$ cat src/rtl/cpu_pkg.sv
// -----------------------------------------------------------------------------
// cpu_pkg
// Purpose : Shared constants and types for the fetch unit and the controller.
// Contents: PC / instruction widths, pc_t / instr_t, opcode field position.
// -----------------------------------------------------------------------------
package cpu_pkg;

    localparam int PC_WIDTH    = 7;
    localparam int INSTR_WIDTH = 16;

    typedef logic [PC_WIDTH-1:0]    pc_t;
    typedef logic [INSTR_WIDTH-1:0] instr_t;

    localparam int OPC_MSB = 15;
    localparam int OPC_LSB = 12;

endpackage : cpu_pkg

$ cat src/rtl/instruction_fetch_unit_if.sv
// -----------------------------------------------------------------------------
// instruction_fetch_unit_if
// Purpose : Instruction-memory read bus between the fetch unit and the memory.
// Signals : ImemAddr - word address (driven by fetch unit)
//           ImemData - read data, combinational from ImemAddr (driven by memory)
// Modports: master = fetch unit side, slave = memory side.
// -----------------------------------------------------------------------------
interface instruction_fetch_unit_if;
    import cpu_pkg::*;

    pc_t    ImemAddr;
    instr_t ImemData;

    modport master (output ImemAddr, input  ImemData);
    modport slave  (input  ImemAddr, output ImemData);

endinterface : instruction_fetch_unit_if

$ cat src/rtl/instruction_fetch_unit_pc_register.sv
// -----------------------------------------------------------------------------
// pc_register
// Purpose : Program counter with clear / load / increment priority.
// Ports   : Clk, Rst (sync, active-high)
//           PCClr     - PC <= 0
//           PCLd      - PC <= PCLdValue
//           PCUp      - PC <= PC + 1 (wraps at 2^PC_WIDTH-1)
//           PC        - current program counter
// -----------------------------------------------------------------------------
module pc_register
    import cpu_pkg::*;
(
    input  logic Clk,
    input  logic Rst,
    input  logic PCClr,
    input  logic PCLd,
    input  pc_t  PCLdValue,
    input  logic PCUp,
    output pc_t  PC
);

    pc_t r_pc;

    // Priority: Rst > PCClr > PCLd > PCUp > hold. Increment wraps naturally.
    always_ff @(posedge Clk) begin
        if (Rst)        r_pc <= '0;
        else if (PCClr) r_pc <= '0;
        else if (PCLd)  r_pc <= PCLdValue;
        else if (PCUp)  r_pc <= r_pc + pc_t'(1);
    end

    assign PC = r_pc;

endmodule : pc_register

$ cat src/rtl/instruction_fetch_unit.sv
// -----------------------------------------------------------------------------
// instruction_fetch_unit
// Purpose : Holds PC and IR for the controller; drives the instruction-memory
//           address and captures the returned word on IRLd.
// Ports   : Clk, Rst (sync, active-high)
//           PCClr, PCUp, PCLd, PCLdValue - PC control strobes / jump target
//           IRLd       - capture imem.ImemData into IR
//           imem       - instruction-memory bus (master side)
//           PCOut      - current PC
//           IR         - held instruction
//           IRPC       - address IR was fetched from
//           IRValid    - IR loaded since last reset / clear
//           FetchCount - saturating count of IRLd events
// -----------------------------------------------------------------------------
module instruction_fetch_unit
    import cpu_pkg::*;
#(
    parameter int CNT_WIDTH = 16
) (
    input  logic                     Clk,
    input  logic                     Rst,
    input  logic                     PCClr,
    input  logic                     PCUp,
    input  logic                     PCLd,
    input  pc_t                      PCLdValue,
    input  logic                     IRLd,
    instruction_fetch_unit_if.master imem,
    output pc_t                      PCOut,
    output instr_t                   IR,
    output pc_t                      IRPC,
    output logic                     IRValid,
    output logic [CNT_WIDTH-1:0]     FetchCount
);

    pc_t                  w_pc;
    instr_t               r_ir;
    pc_t                  r_irpc;
    logic                 r_ir_valid;
    logic [CNT_WIDTH-1:0] r_fetch_cnt;

    pc_register u_pc_register (
        .Clk       (Clk),
        .Rst       (Rst),
        .PCClr     (PCClr),
        .PCLd      (PCLd),
        .PCLdValue (PCLdValue),
        .PCUp      (PCUp),
        .PC        (w_pc)
    );

    assign imem.ImemAddr = w_pc;
    assign PCOut         = w_pc;

    // IR and IRPC sample the pre-update PC, so a FETCH (IRLd+PCUp) leaves
    // IR = mem[n] with PC = n+1.
    always_ff @(posedge Clk) begin
        if (Rst) begin
            r_ir   <= '0;
            r_irpc <= '0;
        end else if (IRLd) begin
            r_ir   <= imem.ImemData;
            r_irpc <= w_pc;
        end
    end

    // A clear marks a program restart, so it invalidates IR even when a load
    // happens on the same edge.
    always_ff @(posedge Clk) begin
        if (Rst)        r_ir_valid <= 1'b0;
        else if (PCClr) r_ir_valid <= 1'b0;
        else if (IRLd)  r_ir_valid <= 1'b1;
    end

    always_ff @(posedge Clk) begin
        if (Rst)
            r_fetch_cnt <= '0;
        else if (IRLd && (r_fetch_cnt != '1))
            r_fetch_cnt <= r_fetch_cnt + CNT_WIDTH'(1);
    end

    assign IR         = r_ir;
    assign IRPC       = r_irpc;
    assign IRValid    = r_ir_valid;
    assign FetchCount = r_fetch_cnt;

endmodule : instruction_fetch_unit

$ cat src/flat_wrapper.sv
// flat-port wrapper written by rule: the top's interface ports become plain ports
module instruction_fetch_unit_flat import cpu_pkg::*;
#(
    parameter int CNT_WIDTH = 16
)
  (Clk, Rst, PCClr, PCUp, PCLd, PCLdValue, IRLd, PCOut, IR, IRPC, IRValid, FetchCount, imem_ImemAddr, imem_ImemData);
  instruction_fetch_unit_if imem_i ();
  input  logic Clk;
  input  logic Rst;
  input  logic PCClr;
  input  logic PCUp;
  input  logic PCLd;
  input  pc_t PCLdValue;
  input  logic IRLd;
  output pc_t PCOut;
  output instr_t IR;
  output pc_t IRPC;
  output logic IRValid;
  output logic [CNT_WIDTH-1:0] FetchCount;
  output wire logic [$bits(imem_i.ImemAddr)-1:0] imem_ImemAddr;
  input wire logic [$bits(imem_i.ImemData)-1:0] imem_ImemData;
  assign imem_ImemAddr = imem_i.ImemAddr;
  assign imem_i.ImemData = imem_ImemData;
  instruction_fetch_unit #(.CNT_WIDTH(CNT_WIDTH)) u_core (.Clk(Clk), .Rst(Rst), .PCClr(PCClr), .PCUp(PCUp), .PCLd(PCLd), .PCLdValue(PCLdValue), .IRLd(IRLd), .imem(imem_i), .PCOut(PCOut), .IR(IR), .IRPC(IRPC), .IRValid(IRValid), .FetchCount(FetchCount));
endmodule
$ cat config.mk
export PLATFORM = sky130hd
export DESIGN_NAME = instruction_fetch_unit_flat
export DESIGN_NICKNAME = d
export VERILOG_FILES = /design/src/rtl/cpu_pkg.sv /design/src/rtl/instruction_fetch_unit_if.sv /design/src/rtl/instruction_fetch_unit_pc_register.sv /design/src/rtl/instruction_fetch_unit.sv /design/src/flat_wrapper.sv
export SDC_FILE = /design/constraint.sdc
export NUM_CORES = 1
export LEC_CHECK = 0
export CAP_MARGIN = 20
export CELL_PAD_IN_SITES_DETAIL_PLACEMENT = 1
export CELL_PAD_IN_SITES_GLOBAL_PLACEMENT = 1
export CORE_MARGIN = 4
export CORE_UTILIZATION = 31
export CTS_BUF_LIST = sky130_fd_sc_hd__clkbuf_4 sky130_fd_sc_hd__clkbuf_8
export CTS_CLUSTER_SIZE = 20
export DETAILED_ROUTE_END_ITERATION = 12
export GPL_ROUTABILITY_DRIVEN = 1
export HOLD_SLACK_MARGIN = 0.06
export PLACE_DENSITY_LB_ADDON = 0.1
export SLEW_MARGIN = 5
export SYNTH_ARGS = -nofsm -noshare
export SYNTH_HDL_FRONTEND = slang
export SYNTH_SLANG_ARGS = --single-unit
$ cat constraint.sdc
create_clock -name Clk -period 1.85 [get_ports Clk]
set_input_delay 0.185 -clock Clk [delete_from_list [all_inputs] [get_ports Clk]]
set_output_delay 0.185 -clock Clk [all_outputs]
set_load 0.01 [all_outputs]
; Word-level counts from Yosys, hierarchy flattened
; Index checks and enable logic that the tools add are counted.
[totals]
elab_cells = 13
inputBits = 29
register_bits = 47
output_inout_bits = 54
[op_classes]
eq_ne = 1
n_mux = 2
n_reduce_logical = 3
addsub = 2
[op_table]
columns = op, count
row1 = "adder 16 x 1 -> 16 bit, second input constant", 1
row2 = "!= test 16 bit, second input constant", 1
row3 = two-way mux 7 bit, 2
row4 = "adder 7 x 1 -> 7 bit, second input constant", 1
row5 = nonzero test 2 bit, 1
row6 = OR reduction 2 bit, 1
row7 = logical AND 1 bit, 1

; Depth between registers and ports, before layout
; Gate-level depths: netlist of the first run.
[depth]
depth_word = 3
depth_mapped = 6
depth_no_buf = 5

; Hierarchy
; A second synthesis of the first run with hierarchy kept.
[unflattened]
cells_unflattened = 220
area_unflattened_um2 = 2052.0
[by_module_without_submodules]
columns = module, n_inst, area_each_um2, cells_per_inst, seq_area_each_um2
row1 = instruction_fetch_unit, 1, 1679.1, 178, 800.8
row2 = pc_register, 1, 372.9, 42, 140.1

; Worst setup path before layout of the first run
; OpenSTA, ideal clock, no wires.
[synth_timing]
path_kind = register to register
start = register u_core.r_fetch_cnt[0] (netlist: u_core.FetchCount[0])
end = register u_core.r_fetch_cnt[1] (netlist: u_core.FetchCount[1])
required_ns = 1.722
path_buffers = 1
synth_period_minus_slack_ns = 1.799
stages_incl_launch_ff = 7
setup_slack_ns = 0.051
setup_ns = 0.128
arrival_ns = 1.671
path_cell_list = dfxtp_1 ha_1 nand4_2 o41ai_4 buf_6 mux2i_1 nor2_1
[synth_between]
elab_chain_len = 2
word_cells_on_any_way = 3
cone_classes = add/sub (1) / eq/ne (1) / reduce/logical (1)
[synth_rtl]
columns = item, line_no
row1 = from (decl), instruction_fetch_unit.sv:39  ; logic [CNT_WIDTH-1:0] r_fetch_cnt;
row2 = from (signal assigned), instruction_fetch_unit.sv:78  ; r_fetch_cnt <= r_fetch_cnt + CNT_WIDTH'(1);
row3 = branches (longest 2 deep; another with adder 16 x 1 -> 16 bit), --
; Several ways; the timed one is not identified.
; A chain may end at the register's enable or synchronous reset.

; Worst setup path after layout of the first run
[layout_timing]
start = register u_core.r_fetch_cnt[0] (netlist: u_core.FetchCount[0])
end = register u_core.r_fetch_cnt[14] (netlist: u_core.FetchCount[14])
; The elaborated chain is that of the path after synthesis.

==> results.yml, run 1 <==
status:
  result_of_the_run: "finished, final reports clean"
synthesis:
  synth-compound-area-share_pct: 11.7
  async_flop_share_pct: 0
  synth_top_flop_cell: "sky130_fd_sc_hd__dfxtp_1"
  synth_top_family_by_area: "simple AND/OR/NAND/NOR gates"
  postSynthAreaPerCell_um2: 9.30
  synth_cell_type_count: 38
  sequential_cell_area_fraction_in_the_yosys_report_pct: 45.8
  yosys_warnings: 0
  synthSimpleGateAreaFrac_pct: 19.9
  syn-cell-area_um2: 2050
  synth_enable_flop_cells: 0
  synth.mux.area_fraction_pct: 12.7
  yosys.area_share.xor_xnor_pct: 2.98
  postSynthRegisterBits: 47
  synth_adder_area_share_pct: 1.22
  postSynthNetCount: 252
  post_synth_inst_count: 221
routing:
  via_per_inst: 4.94
  route.vias.total: 1877
  drc_errors: 0
  postRouteWirelength_um: 5820
  route.detailed.wl_per_inst_um: 15.3
  detailedRoute.firstIterationViolations: 35
  drt_pass1_iterations: 4
  drtAntennaViolNets: 0
timing:
  whs_ps: 287
  hold_viol: 0
  max_slew.worst_pin.slew_ps: 400
  finalSetupTns_ps: 0
  rsz0062_at_grt: "no"
  max_freq_mhz: 587
  layout_min_cycle_time_ps: 1700
  timing.slew.headroom_pct: 73.4
  timing.final.setup_violations: 0
  postLayoutSetupSlackWorst_ps: 146
  report.final.slew_viol_count: 0
  layout_worst_path_cycle_share_pct: 92.1
  finClkSkew_ps: 4.83
floorplan:
  design.portCount: 83
  fp.dieH_um: 89.4
  core_um2: 6390
  dieArea_um2: 7990
  rows: 29
  horizontal_extent_of_the_die_um: 89.4
  initial_standard_cell_utilization_of_the_core_pct: 32.2
layout:
  multi_input_area_um2: 995
  num_antenna_cells: 0
  mostFrequentLayoutCells: "sky130_fd_sc_hd__clkdlybuf4s50_1 (81), sky130_fd_sc_hd__dfxtp_1 (47), sky130_fd_sc_hd__nor2_1 (35)"
  drive_gt1_share_pct: 7.26
  layout.area.seq_um2: 941
  utilization_pct: 47.3
  syn2layout_area_growth_pct: 47.0
  final_common_cell: "sky130_fd_sc_hd__clkdlybuf4s50_1"
  final_nets: 333
  fill_cells: 749
cts:
  tritoncts: "yes"
  post-cts-setup-buffer-count: 0
  tritoncts_num_sinks: 47
  cts_max_path_buffers: 2
  path_clk_slew_ps: 90
  cts_max_level: 2
  cts_root_buf: "sky130_fd_sc_hd__clkbuf_8"
  cts_inserted_buffers: 5
  clock_latency_ps: 290
setup_path:
  worstPathMaxFanout: 6
  crit-reg2reg-launch: "u_core.FetchCount[0]$_SDFFE_PP0P_"
  critical_path_required_ps: 2080
  rrSetupSlack_ps: 150
  worst_ep_arrival_time_ps: 1930
  critical-path-slowest-cell: "sky130_fd_sc_hd__or4_1"
  reg2reg_depth: 5
  crit_path_max_incr_delay_ps: 490
  setup.worst_path.class: "reg2reg"
  regToRegEndpoint: "u_core.FetchCount[14]$_SDFFE_PP0P_"
  endpoint_class_of_the_critical_path: "flip-flop"
  path_cells: "ha_1 -> and4_1 -> nand3_2 -> or4_1 -> a21oi_1"
  crit_path_start_kind: "flip-flop"
hold_path:
  holdCritPathClass: "in2reg"
  worst_hold_path.endpoint: "u_core.IR[15]$_SDFFE_PP0P_"
  hold_start: "IRLd"
  hold_depth: 3
grt:
  number_of_global_route_vias_before_repair: 1923
  grt_max_degree: 27
  globalRoute.totalOverflow: 0
  antenna_violations_before_repair: 0
  global_route.usage.total_pct: 15.1
  global_route_wire_length_before_repair_um: 9470
placed_design:
  place.gp.congestion: 0.714
  post-dp-hpwl_um: 4240
  placement.io_buffers: 82
  place_worst_setup_slack_ps: 106
power:
  internal-power_mw: 1.52
  power.share.sequential_pct: 53.3
  peakVddDrop_mv: 0.390
  share_comb_of_total_power_pct: 14.9
  power_switching_share_pct: 24.5
  switchingPower_mw: 0.494
  power.density_cell_area_nw_per_um2: 666
  pwr-share-clk_pct: 31.8
  power.static_leakage_nw: 1.16
  design_power_total_mw: 2.01
run:
  max_cap_viol_count: 0
-- layout make-up --
type | instances | share of cell area (%)
clock buffer | 7 | 2.78
clock inverter | 1 | 0.166
inverter | 4 | 0.497
multi-input combinational | 153 | 32.9
sequential | 47 | 31.2
tap | 77 | 3.19
timing repair buffer | 91 | 29.3
-- synthesized netlist by cell type, types with 2 or more instances --
master / count / area share (%)
sky130_fd_sc_hd__a21oi_1: 15 / 3.7
sky130_fd_sc_hd__and3_1: 3 / 0.91
sky130_fd_sc_hd__xor2_1: 4 / 1.7
sky130_fd_sc_hd__buf_4: 8 / 2.9
sky130_fd_sc_hd__buf_1: 2 / 0.37
sky130_fd_sc_hd__dfxtp_1: 47 / 46
sky130_fd_sc_hd__nor2_1: 35 / 6.4
sky130_fd_sc_hd__a211oi_1: 2 / 0.73
sky130_fd_sc_hd__nand3_1: 4 / 0.97
sky130_fd_sc_hd__o21ai_1: 7 / 1.7
sky130_fd_sc_hd__inv_1: 4 / 0.73
sky130_fd_sc_hd__nand2_1: 11 / 2.0
sky130_fd_sc_hd__nor3_1: 2 / 0.49
sky130_fd_sc_hd__ha_1: 2 / 1.2
sky130_fd_sc_hd__or3_1: 7 / 2.1
sky130_fd_sc_hd__and4_1: 3 / 1.3
sky130_fd_sc_hd__nand4_1: 6 / 1.8
sky130_fd_sc_hd__clkbuf_1: 4 / 0.73
sky130_fd_sc_hd__xnor2_1: 3 / 1.3
sky130_fd_sc_hd__o21ai_0: 4 / 0.97
sky130_fd_sc_hd__mux2i_1: 26 / 13
sky130_fd_sc_hd__or4_1: 3 / 1.1
sky130_fd_sc_hd__o31ai_1: 3 / 1.1
sky130_fd_sc_hd__buf_2: 2 / 0.49
-- per-layer routing --
metal	global-route usage [%]	up-vias	routed length [µm]
met1	18.8	896	2630
li1	-	936	-
met2	25.9	43	2840
met3	4.42	2	326
met4	3.25	0	29
met5	0	-	0
-- repair_timing --
item | CTS | global route
endpoints found under the setup margin | 0 | 2
hold buffers | 0 | 0
gates resized for setup | 0 | 1
-- cells by family (layout without fill, tap and decap cells) --
kind of cell / Yosys count / after routing
DFF: 47 / 47
adders and majority gates: 2 / 2
buffers and inverters: 21 / 103
and+or+nand+nor: 81 / 81
muxes: 26 / 26
AOI/OAI and AO/OA: 37 / 37
xor gates and xnor gates: 7 / 7
-- critical path, delay by kind of cell (launching register included) --
kind | cells | cell delay [ps]
and+or+nand+nor | 3 | 930
DFF | 1 | 340
adders and majority gates | 1 | 220
AOI/OAI and AO/OA | 1 | 150
-- state kept, by name (all words and copies together), names as in the netlist --
name / count
u_core.IRPC: 7
u_core.IRValid: 1
u_core.u_pc_register.PC: 7
u_core.FetchCount: 16
u_core.IR: 16
-- how the worst max path moves through the flow --
stage                                      start                            endpoint  slack (ps)
2_1_floorplan  u_core.FetchCount[0]$_SDFFE_PP0P_   u_core.FetchCount[1]$_SDFFE_PP0P_          50
3_3_place_gp   u_core.FetchCount[0]$_SDFFE_PP0P_   u_core.FetchCount[1]$_SDFFE_PP0P_         150
3_5_place_dp   u_core.FetchCount[1]$_SDFFE_PP0P_   u_core.FetchCount[1]$_SDFFE_PP0P_         110
4_1_cts        u_core.FetchCount[1]$_SDFFE_PP0P_   u_core.FetchCount[1]$_SDFFE_PP0P_          90
5_1_grt        u_core.FetchCount[0]$_SDFFE_PP0P_  u_core.FetchCount[14]$_SDFFE_PP0P_           5
6_report       u_core.FetchCount[0]$_SDFFE_PP0P_  u_core.FetchCount[14]$_SDFFE_PP0P_         150
-- stage by stage --
step                cell area (µm²)  instances
floorplan                      2050        221
global route                   3020        380
detailed placement             2920        371
global placement               2920        371
CTS                            3010        379
finish                         3020        380
-- power by group through the flow --
| stage | Clock, mW | Sequential [mW] | Combinational [mW] |
|---|---|---|---|
| after floorplan | 0 | 1.11 | 0.115 |
| after global placement | 0 | 1.09 | 0.298 |
| after detailed placement | 0 | 1.10 | 0.302 |
| after CTS | 0.671 | 1.07 | 0.304 |
| after global routing | 0.718 | 1.08 | 0.327 |
| final | 0.640 | 1.07 | 0.300 |
(Power assumes the default switching activity.)
==> inputs of run 2 (changes only) <==
--- a/config.mk
+++ b/config.mk
@@ -11,6 +11,7 @@
 export CORE_MARGIN = 4
 export CORE_UTILIZATION = 31
 export CTS_BUF_LIST = sky130_fd_sc_hd__clkbuf_4 sky130_fd_sc_hd__clkbuf_8
+export CTS_CLUSTER_DIAMETER = 120
 export CTS_CLUSTER_SIZE = 20
 export DETAILED_ROUTE_END_ITERATION = 12
 export GPL_ROUTABILITY_DRIVEN = 1
==> results of run 2 <==
Same layout as run 1: the final DEF is identical, and so are final timing and power.
==> inputs of run 3 (changes only) <==
--- a/config.mk
+++ b/config.mk
@@ -6,8 +6,6 @@
 export NUM_CORES = 1
 export LEC_CHECK = 0
 export CAP_MARGIN = 20
-export CELL_PAD_IN_SITES_DETAIL_PLACEMENT = 1
-export CELL_PAD_IN_SITES_GLOBAL_PLACEMENT = 1
 export CORE_MARGIN = 4
 export CORE_UTILIZATION = 31
 export CTS_BUF_LIST = sky130_fd_sc_hd__clkbuf_4 sky130_fd_sc_hd__clkbuf_8
@@ -16,7 +14,6 @@
 export DETAILED_ROUTE_END_ITERATION = 12
 export GPL_ROUTABILITY_DRIVEN = 1
 export HOLD_SLACK_MARGIN = 0.06
-export PLACE_DENSITY_LB_ADDON = 0.1
 export SLEW_MARGIN = 5
 export SYNTH_ARGS = -nofsm -noshare
 export SYNTH_HDL_FRONTEND = slang
==> constraint.sdc (replaced) <==
create_clock -name Clk -period 2.09 [get_ports Clk]
set_input_delay 0.209 -clock Clk [delete_from_list [all_inputs] [get_ports Clk]]
set_output_delay 0.209 -clock Clk [all_outputs]
set_load 0.01 [all_outputs]
==> results.yml, run 3 (synthesis gave the netlist of run 1 again) <==
grt:
  antenna_violations_before_repair: 0
  global_route.usage.total_pct: 13.3
  grt_max_degree: 23
  number_of_global_route_vias_before_repair: 1770
  globalRoute.totalOverflow: 0
  global_route_wire_length_before_repair_um: 8340
routing:
  drt_pass1_iterations: 4
  detailedRoute.firstIterationViolations: 53
  drc_errors: 0
  drtAntennaViolNets: 0
  via_per_inst: 4.90
  route.detailed.wl_per_inst_um: 13.6
  route.vias.total: 1844
  postRouteWirelength_um: 5120
setup_path:
  setup.worst_path.class: "reg2reg"
  crit_path_max_incr_delay_ps: 410
  crit_path_start_kind: "flip-flop"
  critical-path-slowest-cell: "sky130_fd_sc_hd__dfxtp_1"
  rrSetupSlack_ps: 260
  path_buf_inv: 1
  regToRegEndpoint: "u_core.FetchCount[1]$_SDFFE_PP0P_"
  reg2reg_depth: 6
  crit_path_cell_count: 6
  crit_family: "flip-flops"
  endpoint_class_of_the_critical_path: "flip-flop"
  worstPathMaxFanout: 15
  critical_path_required_ps: 2280
  worst_ep_arrival_time_ps: 2020
  path_cells: "ha_1 -> nand4_2 -> o41ai_4 -> buf_4 -> mux2i_1 -> nor2_1"
  crit-reg2reg-launch: "u_core.FetchCount[0]$_SDFFE_PP0P_"
timing:
  layout_worst_path_cycle_share_pct: 87.5
  timing.slew.headroom_pct: 77.0
  hold_viol: 0
  rsz0062_at_grt: "no"
  finalSetupTns_ps: 0
  postLayoutSetupSlackWorst_ps: 260
  report.final.slew_viol_count: 0
  finClkSkew_ps: 2.69
  max_slew.worst_pin.slew_ps: 344
  whs_ps: 470
  max_freq_mhz: 547
  timing.final.setup_violations: 0
  layout_min_cycle_time_ps: 1830
floorplan:
  rows: 29
  core_um2: 6390
  design.portCount: 83
  fp.dieH_um: 89.4
  horizontal_extent_of_the_die_um: 89.4
  initial_standard_cell_utilization_of_the_core_pct: 32.2
  dieArea_um2: 7990
placed_design:
  placement.io_buffers: 82
  placed_cell_area_um2: 2900
  placed_cells: 368
  post-dp-hpwl_um: 3810
  place.gp.congestion: 0.798
  place_worst_setup_slack_ps: 260
layout:
  num_antenna_cells: 0
  drive_gt1_share_pct: 6.02
  final_common_cell: "sky130_fd_sc_hd__clkdlybuf4s50_1"
  mostFrequentLayoutCells: "sky130_fd_sc_hd__clkdlybuf4s50_1 (81), sky130_fd_sc_hd__dfxtp_1 (47), sky130_fd_sc_hd__nor2_1 (35)"
  final-instance-count-excl-fill: 376
  fill_cells: 641
  final_cell_area_um2: 2990
  final_nets: 329
  syn2layout_area_growth_pct: 45.5
hold_path:
  holdCritPathClass: "in2reg"
  hold_start: "IRLd"
  hold_depth: 4
  worst_hold_path.endpoint: "u_core.IRValid$_SDFFE_PP0P_"
power:
  power.density_cell_area_nw_per_um2: 588
  power.static_leakage_nw: 1.14
  peakVddDrop_mv: 0.251
cts:
  post-cts-setup-buffer-count: 0
  tritoncts: "yes"
  cts_max_level: 2
  path_clk_slew_ps: 80
  cts_hold_buf: 0
  clock_latency_ps: 290
  cts.repair.resized: 0
  cts_root_buf: "sky130_fd_sc_hd__clkbuf_8"
  tritoncts_num_sinks: 47
  cts_max_path_buffers: 2
  cts_inserted_buffers: 5
status:
  result_of_the_run: "finished, final reports clean"
run:
  max_cap_viol_count: 0
## run 3: cell count changes in the layout (fill, tap and decap cells not counted)
cell	change
sky130_fd_sc_hd__buf_4	-2
sky130_fd_sc_hd__buf_2	-1
sky130_fd_sc_hd__buf_6	-1
## run 3: power breakdown
part,switching [mW],internal (mW)
Combinational,0.101,0.150
Sequential,0.0252,0.927
Clock,0.293,0.261
## run 3: worst max-delay path by stage
stage	to	slack, ps	start
5_1_grt	u_core.FetchCount[1]$_SDFFE_PP0P_	140	u_core.FetchCount[0]$_SDFFE_PP0P_
2_1_floorplan	u_core.FetchCount[1]$_SDFFE_PP0P_	290	u_core.FetchCount[0]$_SDFFE_PP0P_
4_1_cts	u_core.FetchCount[1]$_SDFFE_PP0P_	250	u_core.FetchCount[0]$_SDFFE_PP0P_
3_3_place_gp	u_core.FetchCount[1]$_SDFFE_PP0P_	310	u_core.FetchCount[0]$_SDFFE_PP0P_
6_report	u_core.FetchCount[1]$_SDFFE_PP0P_	260	u_core.FetchCount[0]$_SDFFE_PP0P_
3_5_place_dp	u_core.FetchCount[1]$_SDFFE_PP0P_	260	u_core.FetchCount[0]$_SDFFE_PP0P_
## run 3: worst min-delay path: cells and delay by family
| kind | cells | cell delay [ps] |
|---|---|---|
| buffers and inverters | 2 | 350 |
| and+or+nand+nor | 2 | 160 |
## run 3: layer usage
| layer | vias up | GRT usage, % | wire length, µm |
|---|---|---|---|
| met2 | 48 | 21.0 | 2380 |
| li1 | 930 | - | - |
| met3 | 6 | 3.87 | 322 |
| met1 | 860 | 17.3 | 2370 |
| met4 | 0 | 4.87 | 45 |
| met5 | - | 0 | 0 |
## run 3: layout make-up
class | instances | area [µm²] | share of cell area, %
Multi-Input combinational cell | 153 | 995 | 33.3
Sequential cell | 47 | 941 | 31.5
Timing Repair Buffer | 87 | 853 | 28.5
Tap cell | 77 | 96.3 | 3.22
Clock buffer | 7 | 83.8 | 2.80
Inverter | 4 | 15.0 | 0.502
Clock inverter | 1 | 5.00 | 0.167
## run 3: per-stage QoR
stage               utilization, %  power (mW)
CTS                           46.8        1.79
detailed placement            45.4        1.23
floorplan                        -        1.09
finish                        46.8        1.76
global route                  46.8        1.85
global placement              45.4        1.23
==> edit 1, RTL diff (config.mk and constraints of run 2) <==
Set the package constant `INSTR_WIDTH` to 12 (it was 16).
--- a/src/rtl/cpu_pkg.sv
+++ b/src/rtl/cpu_pkg.sv
@@ -6,7 +6,7 @@
 package cpu_pkg;
 
     localparam int PC_WIDTH    = 7;
-    localparam int INSTR_WIDTH = 16;
+    localparam int INSTR_WIDTH = 12;
 
     typedef logic [PC_WIDTH-1:0]    pc_t;
     typedef logic [INSTR_WIDTH-1:0] instr_t;
Ports: changed (resized IR and imem_ImemData); port bits go from 83 to 75. The function was not compared with the original's and may differ.
==> edit 1 against run 2 <==
  * Power down 7.9%
  * Via count shrank 1.6%
  * Routed wire length decreased by 5.0%
  * Sequential cell count is 4 lower
  * Worst hold slack better by 0.19 ns
  * Critical endpoint is now u_core.FetchCount[13]
  * Die area decreased by 5.9%
  * Count of clock-buffer cells in the layout did not move
  * Critical path type unchanged
  * Clock power is 4.5% lower
  * Area after synthesis fell by 6.5%
  * Global-route usage rose by 0.24 points
  * Combinational power shrank 13%
  * Setup slack lost 0.061 ns
  * Cell area down 0.99%
==> edit 1: results (changes against run 2) <==
- Status: completed
- Routed via count: 1847 (-1.6%)
- Adder-Cell Fraction of Synth Area: 1.30% (+0.084 points)
- Most common library cells after synthesis: dfxtp_1, nor2_1, mux2i_1
- Hold depth: 2 (-1)
- GRT Util Overall: 15.4% (+0.24 points)
- Slew @ Worst Pin: 0.438 ns (+0.0386 ns)
- Compound-cell area share of the yosys netlist: 9.05% (-2.6 points)
- DP HPWL: 4.20 mm (-1.0%)
- Worst Path Arrival: 2.01 ns (+0.08 ns)
- Hold crit path type: reg -> reg
- XOR/XNOR Fraction of Synth Area: 2.73% (-0.25 points)
- Synth top area cells: dfxtp_1, mux2i_1, nor2_1
- CTS root buf: clkbuf_8
- P_leak: 1.18 nW (+1.4%)
- Pre-CTS setup slack: -0.130 ns (-0.236 ns)
- Vias in the first global route: 1974 (+2.7%)
- GPL Wtd Cong: 0.763 (+6.9%)
- Share of layout cells above drive strength 1: 16.1% (+8.9 points)
- Pin count of the biggest net entering global routing: 29 (+7.4%)
- Clock skew: 0.00970 ns (+0.00487 ns)
- Worst Path Max Fanout: 4 (-2)
- Mux share of post-synthesis cell area: 13.7% (+1.1 points)
- First-pass GRT wire length: 9.29 mm (-1.9%)
- Reg2reg path depth: 4 (-1)
- Synth Net Count: 240 (-4.8%)
- Maximum vdd drop: 267 uV (-32%)
- WL final: 5.53 mm (-5.0%)
- Drt pass-1 iters: 3 (-1)
- Post-synth cell types: 32 (-16%)
==> edit 1: layout make-up <==
cell class | instances | area (um^2)
clock inverter | 1 | 5.00
multi-input combinational | 149 | 988
inverter | 4 | 15.0
tap | 75 | 93.8
timing repair buffer | 100 | 936
clock buffer | 7 | 83.8
fill | 707 | 2970
sequential | 43 | 868
==> edit 1: worst paths after layout <==
path                        start                    end  slack [ns]
min                u_core.IRValid         u_core.IRValid        0.48
min reg2reg        u_core.IRValid         u_core.IRValid        0.48
max          u_core.FetchCount[4]  u_core.FetchCount[13]        0.08
max reg2reg  u_core.FetchCount[4]  u_core.FetchCount[13]        0.08
==> edit 1: logic make-up (layout without fill, tap and decap cells) <==
| logic type | count (synthesis) | in the layout |
|---|---|---|
| compound gates | 30 | 30 |
| fa+ha+maj | 2 | 2 |
| flops | 43 | 43 |
| buf+inv | 21 | 112 |
| simple gates | 85 | 85 |
| mux | 26 | 26 |
| xor+xnor | 6 | 6 |
==> edit 1: per-layer routing <==
| metal | wire (um) | GRT usage, % | vias to the layer above |
|---|---|---|---|
| met5 | 0 | 0 | - |
| met4 | 63 | 4.53 | 0 |
| met3 | 275 | 3.61 | 7 |
| met2 | 2590 | 26.0 | 44 |
| met1 | 2600 | 19.4 | 868 |
| li1 | - | - | 928 |
==> edit 1: worst max-delay path, stage by stage, from the launching register on <==
cell	delay, ns
dfxtp_2	0.35
nand4_4	0.14
or4_4	0.59
or4_4	0.49
a21oi_2	0.13
==> edit 1: what timing repair did <==
| item | CTS | global route |
|---|---|---|
| endpoints found under the hold margin | 0 | 0 |
| pin swaps | 0 | 2 |
| endpoints found under the setup margin | 1 | 5 |
| resized for setup | 1 | 11 |
==> edit 1: power groups by stage <==
stage | registers, mW | clock network (mW) | logic [mW]
final | 0.982 | 0.611 | 0.261
after global routing | 0.988 | 0.670 | 0.285
after CTS | 0.982 | 0.634 | 0.265
after detailed placement | 1.00 | 0 | 0.262
after global placement | 1.00 | 0 | 0.260
after floorplan | 1.01 | 0 | 0.0998
==> edit 1: per-stage QoR <==
step	TNS, ns	std cells	power (mW)	hold slack (ns)	instance area (um^2)
after floorplan	0	213	1.11	0.328	1920
after global placement	-0.268	371	1.26	0.468	2860
after detailed placement	-0.576	371	1.27	0.461	2860
after CTS	0	379	1.88	0.477	2960
after global routing	0	379	1.94	0.525	2990
final	0	379	1.85	0.481	2990
==> edit 2, RTL diff (flow settings as in run 2) <==
Made on the original files. Reset style: asynchronous (`Rst`), changed in 4 clocked blocks.
--- a/src/rtl/instruction_fetch_unit_pc_register.sv
+++ b/src/rtl/instruction_fetch_unit_pc_register.sv
@@ -22,7 +22,7 @@
     pc_t r_pc;
 
     // Priority: Rst > PCClr > PCLd > PCUp > hold. Increment wraps naturally.
-    always_ff @(posedge Clk) begin
+    always_ff @(posedge Clk or posedge Rst) begin
         if (Rst)        r_pc <= '0;
         else if (PCClr) r_pc <= '0;
         else if (PCLd)  r_pc <= PCLdValue;
--- a/src/rtl/instruction_fetch_unit.sv
+++ b/src/rtl/instruction_fetch_unit.sv
@@ -53,7 +53,7 @@
 
     // IR and IRPC sample the pre-update PC, so a FETCH (IRLd+PCUp) leaves
     // IR = mem[n] with PC = n+1.
-    always_ff @(posedge Clk) begin
+    always_ff @(posedge Clk or posedge Rst) begin
         if (Rst) begin
             r_ir   <= '0;
             r_irpc <= '0;
@@ -65,13 +65,13 @@
 
     // A clear marks a program restart, so it invalidates IR even when a load
     // happens on the same edge.
-    always_ff @(posedge Clk) begin
+    always_ff @(posedge Clk or posedge Rst) begin
         if (Rst)        r_ir_valid <= 1'b0;
         else if (PCClr) r_ir_valid <= 1'b0;
         else if (IRLd)  r_ir_valid <= 1'b1;
     end
 
-    always_ff @(posedge Clk) begin
+    always_ff @(posedge Clk or posedge Rst) begin
         if (Rst)
             r_fetch_cnt <= '0;
         else if (IRLd && (r_fetch_cnt != '1))
Formal check against the unedited RTL: differs if Rst is asserted again (counterexample within 4 cycles, from zero or initial values and one cycle with Rst high); with Rst held inactive, the same outputs for 10 cycles.
==> edit 2 against run 2 <==
  * Setup slack got worse by 0.013 ns
  * Via count decreased by 14%
  * Cell area is 2.3% higher
  * Sequential cell count unchanged
  * Routed wire length decreased by 11%
  * Non-clock buffer count decreased by 4
  * Area after synthesis grew 2.7%
  * Critical endpoint is now u_core.FetchCount[1]
  * Largest cell class is now sequential cells
Power is not compared: it rests on default switching activity, and its combinational part moved more than twofold at a synthesized area within 25%.
==> edit 2: results (changes against run 2) <==
- Met3 Use GR: 3.33% (-1.1 points)
- WL final: 5.20 mm (-11%)
- Top-area cell type share of the netlist area: 55.8% (+10 points)
- Post-synth cell types: 29 (-24%)
- M1 WL: 2.38 mm (-9.4%)
- Met2 GRT Util: 21.4% (-4.5 points)
- DR iter-0 viols: 36 (+2.9%)
- WL met2: 2.46 mm (-13%)
- DP HPWL: 3.87 mm (-8.8%)
- Pre-CTS setup slack: 0.109 ns (+0.00212 ns)
- Hold crit path type: in -> async
- Crit path time final: 1.72 ns (+0.0130 ns)
- Pin count of the biggest net entering global routing: 31 (+15%)
- CP max stage cell: dfrtp_1
- Slowest stage delay, CP: 0.44 ns (-0.05 ns)
- Synth top area cells: dfrtp_1, mux2_2, xor2_1
- WL met3: 298 um (-8.6%)
- Clock skew: 0.00351 ns (-0.00131 ns)
- Seq/Total Area, Yosys: 55.8% (+10 points)
- Critical R2R Capture: u_core.FetchCount[1]
- Worst Path Max Fanout: 5 (-1)
- Vias in the first global route: 1732 (-9.9%)
- GRT Util Overall: 13.3% (-1.8 points)
- Mean Syn Cell Area: 12.1 um^2 (+30%)
- Status: completed
[edit 2: cell count changes in the layout (fill, tap and decap cells not counted), sizes merged, moves of 9 or more]
| cell | delta |
|---|---|
| dfrtp | +47 |
| dfxtp | -47 |
| mux2 | +25 |
| mux2i | -24 |
| nor2 | -22 |
| o21ai | -10 |
| a21oi | -9 |
[edit 2: final cells by class]
type / instances / share of cell area (%)
Sequential cell: 47 / 38.1
Timing Repair Buffer: 87 / 28.2
Multi-Input combinational cell: 112 / 27.4
Tap cell: 77 / 3.12
Clock buffer: 6 / 2.47
Clock inverter: 2 / 0.405
Inverter: 3 / 0.364
[edit 2: logic make-up after synthesis]
logic type	after synthesis	share of synthesized area, %
buffers and inverters	15	4.09
and+or+nand+nor	55	14.5
DFF	47	55.8
AOI/OAI and AO/OA	10	2.67
xor gates and xnor gates	18	7.47
muxes	27	14.3
adders and majority gates	2	1.19
